<file path="src/rtl/pllrstseq.sv">
// pllrstseq: reset/lock sequencer for the board PLL.
// Pulses the PLL areset, waits for a continuously held lock and only then
// releases the system reset. On loss of lock or a lock timeout it re-asserts
// system reset and retries the PLL, keeping a sticky loss flag and a
// saturating timeout counter.
module pllrstseq #(
  parameter int unsigned AR_CYCLES     = 16,
  parameter int unsigned LOCK_TIMEOUT  = 120000,
  parameter int unsigned STABLE_CYCLES = 1200,
  parameter int unsigned CW            = 20,
  parameter int unsigned RETRY_W       = 8
) (
  input  logic               i_clk,
  input  logic               i_reset,
  input  logic               i_pll_locked,
  input  logic               i_clear,
  output logic               o_pll_areset,
  output logic               o_sys_reset,
  output logic               o_ready,
  output logic               o_lock_lost,
  output logic [RETRY_W-1:0] o_retries
);

  typedef enum logic [1:0] {
    PLL_RESET = 2'd0,
    WAIT_LOCK = 2'd1,
    STABLE    = 2'd2,
    RUN       = 2'd3
  } state_t;

  localparam logic [CW-1:0] AR_LAST     = CW'(AR_CYCLES - 1);
  localparam logic [CW-1:0] TIMEOUT_LAST = CW'(LOCK_TIMEOUT - 1);
  localparam logic [CW-1:0] STABLE_LAST = CW'(STABLE_CYCLES - 1);

  state_t        state;
  logic [CW-1:0] cnt;
  logic          sync1;
  logic          lk;
  logic          timeout_ev;
  logic          loss_ev;

  // Two-flop synchronizer for the asynchronous PLL locked signal.
  always_ff @(posedge i_clk) begin
    if (i_reset) begin
      sync1 <= 1'b0;
      lk    <= 1'b0;
    end else begin
      sync1 <= i_pll_locked;
      lk    <= sync1;
    end
  end

  // Flag events: lock timeout in WAIT_LOCK, loss of lock while running.
  always_comb begin
    timeout_ev = 1'b0;
    loss_ev    = 1'b0;
    if (state == WAIT_LOCK && !lk && cnt == TIMEOUT_LAST) begin
      timeout_ev = 1'b1;
    end
    if (state == RUN && !lk) begin
      loss_ev = 1'b1;
    end
  end

  // Sequencer FSM; outputs are registered alongside the next state.
  always_ff @(posedge i_clk) begin
    if (i_reset) begin
      state        <= PLL_RESET;
      cnt          <= '0;
      o_pll_areset <= 1'b1;
      o_sys_reset  <= 1'b1;
      o_ready      <= 1'b0;
    end else begin
      o_sys_reset <= 1'b1;
      o_ready     <= 1'b0;
      case (state)
        PLL_RESET: begin
          if (cnt == AR_LAST) begin
            cnt          <= '0;
            state        <= WAIT_LOCK;
            o_pll_areset <= 1'b0;
          end else begin
            cnt          <= cnt + CW'(1);
            o_pll_areset <= 1'b1;
          end
        end
        WAIT_LOCK: begin
          // lock seen this cycle beats a coincident timeout
          if (lk) begin
            cnt          <= '0;
            state        <= STABLE;
            o_pll_areset <= 1'b0;
          end else if (cnt == TIMEOUT_LAST) begin
            cnt          <= '0;
            state        <= PLL_RESET;
            o_pll_areset <= 1'b1;
          end else begin
            cnt          <= cnt + CW'(1);
            o_pll_areset <= 1'b0;
          end
        end
        STABLE: begin
          o_pll_areset <= 1'b0;
          if (!lk) begin
            cnt   <= '0;
            state <= WAIT_LOCK;
          end else if (cnt == STABLE_LAST) begin
            cnt         <= '0;
            state       <= RUN;
            o_sys_reset <= 1'b0;
            o_ready     <= 1'b1;
          end else begin
            cnt <= cnt + CW'(1);
          end
        end
        RUN: begin
          if (!lk) begin
            cnt          <= '0;
            state        <= PLL_RESET;
            o_pll_areset <= 1'b1;
          end else begin
            o_pll_areset <= 1'b0;
            o_sys_reset  <= 1'b0;
            o_ready      <= 1'b1;
          end
        end
        default: begin
          cnt          <= '0;
          state        <= PLL_RESET;
          o_pll_areset <= 1'b1;
        end
      endcase
    end
  end

  // Sticky loss flag and saturating retry counter; a set/increment beats i_clear.
  always_ff @(posedge i_clk) begin
    if (i_reset) begin
      o_lock_lost <= 1'b0;
      o_retries   <= '0;
    end else begin
      if (loss_ev) begin
        o_lock_lost <= 1'b1;
      end else if (i_clear) begin
        o_lock_lost <= 1'b0;
      end
      if (timeout_ev) begin
        if (o_retries != '1) begin
          o_retries <= o_retries + RETRY_W'(1);
        end
      end else if (i_clear) begin
        o_retries <= '0;
      end
    end
  end

endmodule

</file>
<file path="config.mk">
export PLATFORM = sky130hd
export DESIGN_NAME = pllrstseq
export DESIGN_NICKNAME = d
export VERILOG_FILES = /design/src/rtl/pllrstseq.sv
export SDC_FILE = /design/constraint.sdc
export NUM_CORES = 1
export LEC_CHECK = 0
export CELL_PAD_IN_SITES_DETAIL_PLACEMENT = 0
export CELL_PAD_IN_SITES_GLOBAL_PLACEMENT = 1
export CORE_MARGIN = 5
export CORE_UTILIZATION = 48
export CTS_BUF_LIST = sky130_fd_sc_hd__clkbuf_4
export DETAILED_ROUTE_END_ITERATION = 16
export PLACE_DENSITY = 0.87
export REMOVE_ABC_BUFFERS = 1
export SYNTH_ARGS = -nofsm -noshare
export SYNTH_HDL_FRONTEND = slang
export SYNTH_SLANG_ARGS = --single-unit
</file>
<file path="constraint.sdc">
create_clock -name i_clk -period 7 [get_ports i_clk]
set_input_delay 1.05 -clock i_clk [delete_from_list [all_inputs] [get_ports i_clk]]
set_output_delay 1.05 -clock i_clk [all_outputs]
set_load 0.01 [all_outputs]
</file>
# Word level (Yosys, flattened, before mapping)
# Index checks and enable logic that the tools add are counted.
# op_classes
n_eq_ne	12
n_reduce_logical	9
add_sub_neg	2
muxes	33
# ops
operator	n
20-bit 2-to-1 mux	6
20-bit case mux with 4 select lines	1
8-bit 2-to-1 mux	3
20-bit by 1-bit adder with 20-bit output (second input constant)	1
20-bit by 11-bit == test with 1-bit output (second input constant)	1
20-bit by 17-bit == test with 1-bit output (second input constant)	1
20-bit by 4-bit == test with 1-bit output (second input constant)	1
1-bit 2-to-1 mux	13
2-bit 2-to-1 mux	6
8-bit by 1-bit adder with 8-bit output (second input constant)	1
8-bit != test (second input constant)	1
2-bit case mux with 4 select lines	1
2-bit == test (second input constant)	2
2-bit != test (second input constant)	2
1-bit case mux with 2 select lines	2
1-bit case mux with 4 select lines	1
4-bit AND reduction	1
2-bit nonzero test	2
1-bit logical AND	3
3-bit by 2-bit != test with 1-bit output (second input constant)	1
3-bit != test (second input constant)	1
2-bit by 1-bit == test with 1-bit output (second input constant)	1
2-bit logical NOT	1
2-bit by 1-bit != test with 1-bit output (second input constant)	1
other kinds (2)	2
# word_totals
reg_bits	36
out_inout_bits	12
elab_cells	65
inputBits	4

# Longest topological paths before layout
# Gate-level depths: netlist of the first run.
# depth
ltp_word	6
depth_mapped	7
mapped_depth_nobuf	6

# Worst setup path after synthesis of the first run
# OpenSTA, ideal clock, no wires.
# synth_path
kind	register to register
startpoint	register cnt[18]
endpoint	register cnt[11]
path_stages_with_launch	7
synth_period_minus_slack_ps	2223
arrival_ps	2107
setup_ps	115
required_time_ps	6885
path_slack_ps	4777
path_buffers	1
path_cell_list	dfxtp_1 > or4_4 > nor4_4 > a21oi_2 > o41ai_4 > buf_6 > nor2_2
# synth_between
elab_chain_len	4
elab_cells_between_ends	9
cone_classes	eq/ne: 3; mux: 6
# synth_lines
item	line_no	source
start: declaration	36	logic [CW-1:0] cnt;
start signal: assignment	83	cnt <= cnt + CW'(1);
start signal: assignment	98	cnt <= cnt + CW'(1);
start signal: assignment	113	cnt <= cnt + CW'(1);
20-bit by 11-bit == test with 1-bit output / 20-bit by 17-bit == test with 1-bit output (equally long branches)	107, 93	
20-bit 2-to-1 mux (on tied branches)	107, 93	
20-bit 2-to-1 mux (on tied branches)	104, 89	
20-bit case mux with 4 select lines (*)	76	case (state)
# Mark *: on every way between the ends. The rest lies on a longest branch, timed or not.
# A chain may end at the register's enable or synchronous reset.

# Final worst setup path of the first run
# layout_path
startpoint	register cnt[18]
endpoint	register cnt[7]
# The elaborated chain is that of the path after synthesis.

==> qor.csv, run 1 <==
stage,metric,value,unit
global_route,grt ovf,0,
global_route,Total Routing Usage GR,15.6,%
synthesis,Post-synth EDFFs,0,
placed_design,Final Wtd Congestion,0.778,
global_route,first-pass GRT wire length,6450,um
die,initial core utilization,49.2,%
timing,Rel. slew slack,24.2,%
clocking,Post-CTS Setup Bufs,0,
synthesis,fraction of registers with async set/reset,0,%
pwr,Worst VDD drop,0.0929,mV
timing,final slew viol count,0,
detailed_routing,drt first pass iters,6,
timing,RSZ-0062 raised after global routing,false,
clocking,root buffer cell,clkbuf_4,
timing,Worst-Margin Slew,1130,ps
hold_path,hold-critical path depth,1,
timing,Setup Viol. Count Final,0,
global_route,busiest layer in global routing,met2,
layout,Syn-to-layout area delta,13.6,%
job,Max-cap violations,0,
clocking,post-CTS sizing,0,
detailed_routing,drt wl/cell,13.3,um
timing,period utilization,39.2,%
setup_path,R2R Path Start,cnt[18]$_SDFFE_PP0P_,
setup_path,CP arrival,2940,ps
setup_path,Worst Setup EP,cnt[7]$_SDFFE_PP0P_,
synthesis,most common library cells after synthesis,"36 x dfxtp_1, 18 x nand2_1, 18 x nor2_1",
synthesis,Synth cell types,43,
timing,minimum clock period,2740,ps
setup_path,CP Launch Type,flip-flop,
global_route,met1 Track Usage GR,18.4,%
layout,fin nets,230,
clocking,clk slew on worst S/H paths,110,ps
timing,Max Clk Rate,364,MHz
setup_path,"setup slack, reg-to-reg",4260,ps
global_route,initial antenna violation count,0,
synthesis,synthesized area,1790,um^2
run_status,status,"finished, final reports clean",
synthesis,ys flop type,dfxtp_1,
synthesis,most area-consuming cells after synthesis,"dfxtp_1 40%, xnor2_1 4.4%, xor2_1 4.4%",
setup_path,end of the worst register-to-register path,cnt[7]$_SDFFE_PP0P_,
synthesis,cell taking the most area after synthesis,dfxtp_1,
pwr,PD cells,181,nW/um^2
synthesis,post-synthesis sequential area ratio,40.3,%
die,die area,5050,um^2
setup_path,crit end category,flip-flop,
layout,Layout Cells excl Fill,273,
clocking,H-Tree Depth,2,
detailed_routing,Via density,5.46,
hold_path,min-delay src,sync1$_SDFF_PP0_,
die,Std-Cell Rows,22,
setup_path,r2r worst-path depth,5,
setup_path,Worst Path Max Fanout,17,
synthesis,YS warnings,0,
global_route,global routing usage on met3,3.27,%
clocking,Clock Tree Buf Depth,2,
setup_path,worst setup path startpoint,cnt[18]$_SDFFE_PP0P_,
timing,Worst Skew,4.07,ps
layout,layout cells sized above 1,11.1,%
synthesis,Synth Area per Inst,8.43,um^2
layout,Ant. Diodes,0,
clocking,clock sink count,36,
setup_path,Setup CP Type,flip-flop to flip-flop,
detailed_routing,final WL,3640,um
detailed_routing,detailed-route via count,1490,
timing,final hold vios,0,
die,core area,3630,um^2
synthesis,"count leader, synth",dfxtp_1,
pwr,P_leak,0.000663,uW
synthesis,Synth Register Bits,36,
synthesis,top-area cell type share of the netlist area,40.3,%
clocking,CTS tree,yes,
placed_design,Placed Area,1950,um^2
placed_design,Cells after DPL,265,
global_route,via count of the first global-routing pass,1497,
layout,final instance area,2030,um^2
timing,setup_tns,0,ps
placed_design,DP HPWL,2710,um
setup_path,Critical Path RT,7200,ps
global_route,largest net degree at the start of global routing,18,
clocking,worst skew pair latency,340,ps
die,die extent in x,71.0,um
clocking,hold_buf cts,0,
detailed_routing,DRC viols,0,
placed_design,port bufs,15,
die,die height,71.0,um
hold_path,worst min-delay path class,flip-flop to flip-flop,
clocking,clock buffers created by TritonCTS,5,
die,# IOs,16,
global_route,met2 Use GR,26.8,%
synthesis,Mapped Cells,212,
detailed_routing,Post-DRT Antenna Nets,0,
detailed_routing,initial DRC count,93,
## worst min path at each step
stage,end
floorplan,lk$_SDFF_PP0_
global placement,lk$_SDFF_PP0_
detailed placement,lk$_SDFF_PP0_
CTS,lk$_SDFF_PP0_
global route,lk$_SDFF_PP0_
finish,lk$_SDFF_PP0_
## sequential cells by signal (all words and copies together) (netlist names)
| register | cells |
|---|---|
| o_pll_areset | 1 |
| o_retries | 8 |
| cnt | 20 |
| state | 2 |
| sync1 | 1 |
| lk | 1 |
| o_ready | 1 |
| o_sys_reset | 1 |
| o_lock_lost | 1 |
## cell families after synthesis
| kind of cell | count (synthesis) | share of synthesized area, % |
|---|---|---|
| AOI/OAI and AO/OA | 32 | 12.3 |
| and+or+nand+nor | 106 | 32.8 |
| buffers and inverters | 18 | 4.34 |
| DFF | 36 | 40.3 |
| adders and majority gates | 2 | 1.40 |
| xor gates and xnor gates | 18 | 8.82 |
## critical path: stages, from the launching register on
cell	delay (ps)
dfxtp_1	350
or4_4	580
nor4_4	350
a21oi_2	150
o41ai_4	1040
nor2_1	110
## metrics by stage
stage	util, %	worst slack (ps)	power (uW)	hold slack (ps)
2_1_floorplan	-	4540	219	414
5_1_grt	55.9	3940	378	497
3_5_place_dp	53.7	3940	224	453
3_3_place_gp	53.7	4070	223	434
6_report	55.9	4260	367	465
4_1_cts	55.9	4190	371	467
## cells in the final DEF (no fill, tap or decap), types with 8 or more instances in the layout
cell type	count
xor2_1	9
nor3_1	11
nand2_1	18
inv_1	8
a21oi_1	10
xnor2_1	9
dfxtp_1	36
and3_1	8
clkdlybuf4s50_1	15
nor2_1	18
nand3_1	11
nor2_2	10
## metal layers
metal	wire length, um	up-vias
met1	1650	694
met4	63	0
met5	0	-
li1	-	769
met2	1800	20
met3	126	7
## power breakdown
part           internal (uW)  leakage (uW)  switching [uW]
Sequential               207      0.000291            1.77
Clock                   78.7     0.0000456            69.2
Combinational           4.65      0.000326            6.15
Total                    290      0.000663            77.1
## area by class of cell
class                           count  area [um^2]
Tap cell                           48         60.1
Clock buffer                        6         45.0
Sequential cell                    36          721
Fill cell                         358         1600
Timing Repair Buffer               15          150
Inverter                            8         30.0
Clock inverter                      2         35.0
Multi-Input combinational cell    158          990
Power figures use the tool's default switching activity.
==> run 2, diff against run 1 <==
--- a/config.mk
+++ b/config.mk
@@ -8,10 +8,10 @@
 export CELL_PAD_IN_SITES_DETAIL_PLACEMENT = 0
 export CELL_PAD_IN_SITES_GLOBAL_PLACEMENT = 1
 export CORE_MARGIN = 5
-export CORE_UTILIZATION = 48
+export CORE_UTILIZATION = 40
 export CTS_BUF_LIST = sky130_fd_sc_hd__clkbuf_4
 export DETAILED_ROUTE_END_ITERATION = 16
-export PLACE_DENSITY = 0.87
+export PLACE_DENSITY = 0.77
 export REMOVE_ABC_BUFFERS = 1
 export SYNTH_ARGS = -nofsm -noshare
 export SYNTH_HDL_FRONTEND = slang
==> constraint.sdc (replaced) <==
create_clock -name i_clk -period 2.4 [get_ports i_clk]
set_input_delay 0.36 -clock i_clk [delete_from_list [all_inputs] [get_ports i_clk]]
set_output_delay 0.36 -clock i_clk [all_outputs]
set_load 0.01 [all_outputs]
==> run 2 against run 1 <==
Core utilization shrank 8.5 points; highest routed layer unchanged; sequential share of layout area is 0.54 points lower; hold slack about the same; non-clock buffer count increased by 6; global-route usage shrank 2.8 points; cell count rose by 3.7%; clock-buffer cell count is 1 lower; die area grew 17%; critical path depth rose by 1; via count rose by 1.2%.
==> qor.csv, run 2 (synthesis results as in run 1) <==
stage,metric,value,unit
layout,biggest regs,"cnt: 20 flops, o_retries: 8 flops, state: 2 flops",
layout,Fillers,435,
pwr,Worst VDD drop,0.280,mV
clocking,Clock Tree Buf Depth,2,
global_route,grt ovf,0,
hold_path,hold-critical path depth,1,
clocking,clock buffers created by TritonCTS,5,
setup_path,Worst Path Max Fanout,17,
die,Std-Cell Rows,24,
timing,final hold vios,0,
setup_path,crit end category,flip-flop,
global_route,global routing usage on met3,3.28,%
setup_path,r2r worst-path depth,6,
timing,Rel. slew slack,48.5,%
placed_design,Cells after DPL,275,
global_route,busiest layer in global routing,met2,
layout,Largest Register,cnt,
clocking,root buffer cell,clkbuf_4,
die,# IOs,16,
timing,RSZ-0062 raised after global routing,false,
timing,period utilization,94.5,%
clocking,clock sink count,36,
global_route,met2 Use GR,20.2,%
die,core area,4350,um^2
layout,Syn-to-layout area delta,15.3,%
timing,Worst Skew,17.8,ps
clocking,post-CTS sizing,0,
pwr,PD cells,470,nW/um^2
detailed_routing,Via density,5.33,
pwr,total chip power,968,uW
layout,Layout Cells excl Fill,283,
timing,Setup Viol. Count Final,0,
timing,Max Clk Rate,441,MHz
detailed_routing,Post-DRT Antenna Nets,0,
placed_design,DP HPWL,2680,um
detailed_routing,drt first pass iters,4,
timing,final slew viol count,0,
hold_path,worst min-delay path class,flip-flop to flip-flop,
clocking,clk slew on worst S/H paths,120,ps
timing,minimum clock period,2270,ps
global_route,met1 Track Usage GR,17.0,%
run_status,status,"finished, final reports clean",
layout,fin nets,236,
global_route,initial antenna violation count,0,
layout,layout cells sized above 1,13.9,%
layout,"commonest cells after routing, fill and taps aside","36 x dfxtp_1, 18 x nor2_1, 18 x nand2_1",
layout,post-layout util,47.4,%
setup_path,CP arrival,2490,ps
detailed_routing,detailed-route via count,1508,
global_route,largest net degree at the start of global routing,18,
placed_design,Final Wtd Congestion,0.781,
detailed_routing,initial DRC count,66,
die,die extent in x,76.9,um
clocking,worst skew pair latency,340,ps
job,Max-cap violations,0,
layout,Largest register FFs,20,
setup_path,Setup CP Type,flip-flop to flip-flop,
pwr,P_leak,0.000682,uW
die,die area,5910,um^2
clocking,hold_buf cts,0,
global_route,first-pass GRT wire length,6440,um
setup_path,CP Launch Type,flip-flop,
clocking,CTS tree,yes,
placed_design,port bufs,15,
layout,Ant. Diodes,0,
setup_path,Critical Path RT,2620,ps
layout,"most common cell after layout, fill and taps aside",dfxtp_1,
clocking,H-Tree Depth,2,
global_route,via count of the first global-routing pass,1457,
die,initial core utilization,41.1,%
timing,Worst-Margin Slew,767,ps
detailed_routing,drt wl/cell,12.8,um
clocking,Post-CTS Setup Bufs,0,
detailed_routing,final WL,3630,um
global_route,Total Routing Usage GR,12.9,%
detailed_routing,DRC viols,0,
timing,setup_tns,0,ps
die,die height,76.9,um
-- run 2: through the flow --
| step | hold WS, ps | instance area, um^2 | setup WS, ps |
|---|---|---|---|
| 3_3_place_gp | 439 | 2000 | 200 |
| 2_1_floorplan | 414 | 1740 | -58.9 |
| 3_5_place_dp | 433 | 2000 | 142 |
| 5_1_grt | 476 | 2060 | 21.7 |
| 6_report | 465 | 2060 | 133 |
| 4_1_cts | 469 | 2060 | 109 |
-- run 2: worst paths after layout --
check | from | end | slack [ps]
worst max-delay path | cnt[18]$_SDFFE_PP0P_ | cnt[4]$_SDFFE_PP0P_ | 130
worst min-delay path | sync1$_SDFF_PP0_ | lk$_SDFF_PP0_ | 460
worst max register to register | cnt[18]$_SDFFE_PP0P_ | cnt[4]$_SDFFE_PP0P_ | 130
worst min register to register | sync1$_SDFF_PP0_ | lk$_SDFF_PP0_ | 460
-- run 2: power breakdown --
part	switching, uW	total [uW]	internal [uW]
Sequential	5.53	609	603
Combinational	19.5	35.5	16.0
Clock	212	324	113
-- run 2: metal layers --
metal / vias up / wire (um)
met1: 698 / 1840
met2: 18 / 1630
li1: 786 / -
met5: - / 0
met3: 6 / 110
met4: 0 / 53
-- run 2: layout make-up --
class	instances	area (um^2)	area share (%)
multi-input cells	158	995	48.2
flip-flops and latches	36	721	35.0
repair buffers	21	195	9.47
well taps	52	65.1	3.16
clock buffers	5	37.5	1.82
inverters	8	30.0	1.46
clock inverters	3	18.8	0.910
-- run 2: critical path, cell delays in order, from the launching register on --
cell	delay (ps)
dfxtp_1	350
or4_4	570
nor4_4	340
a21oi_2	150
o41ai_4	350
buf_4	310
nor2_1	80
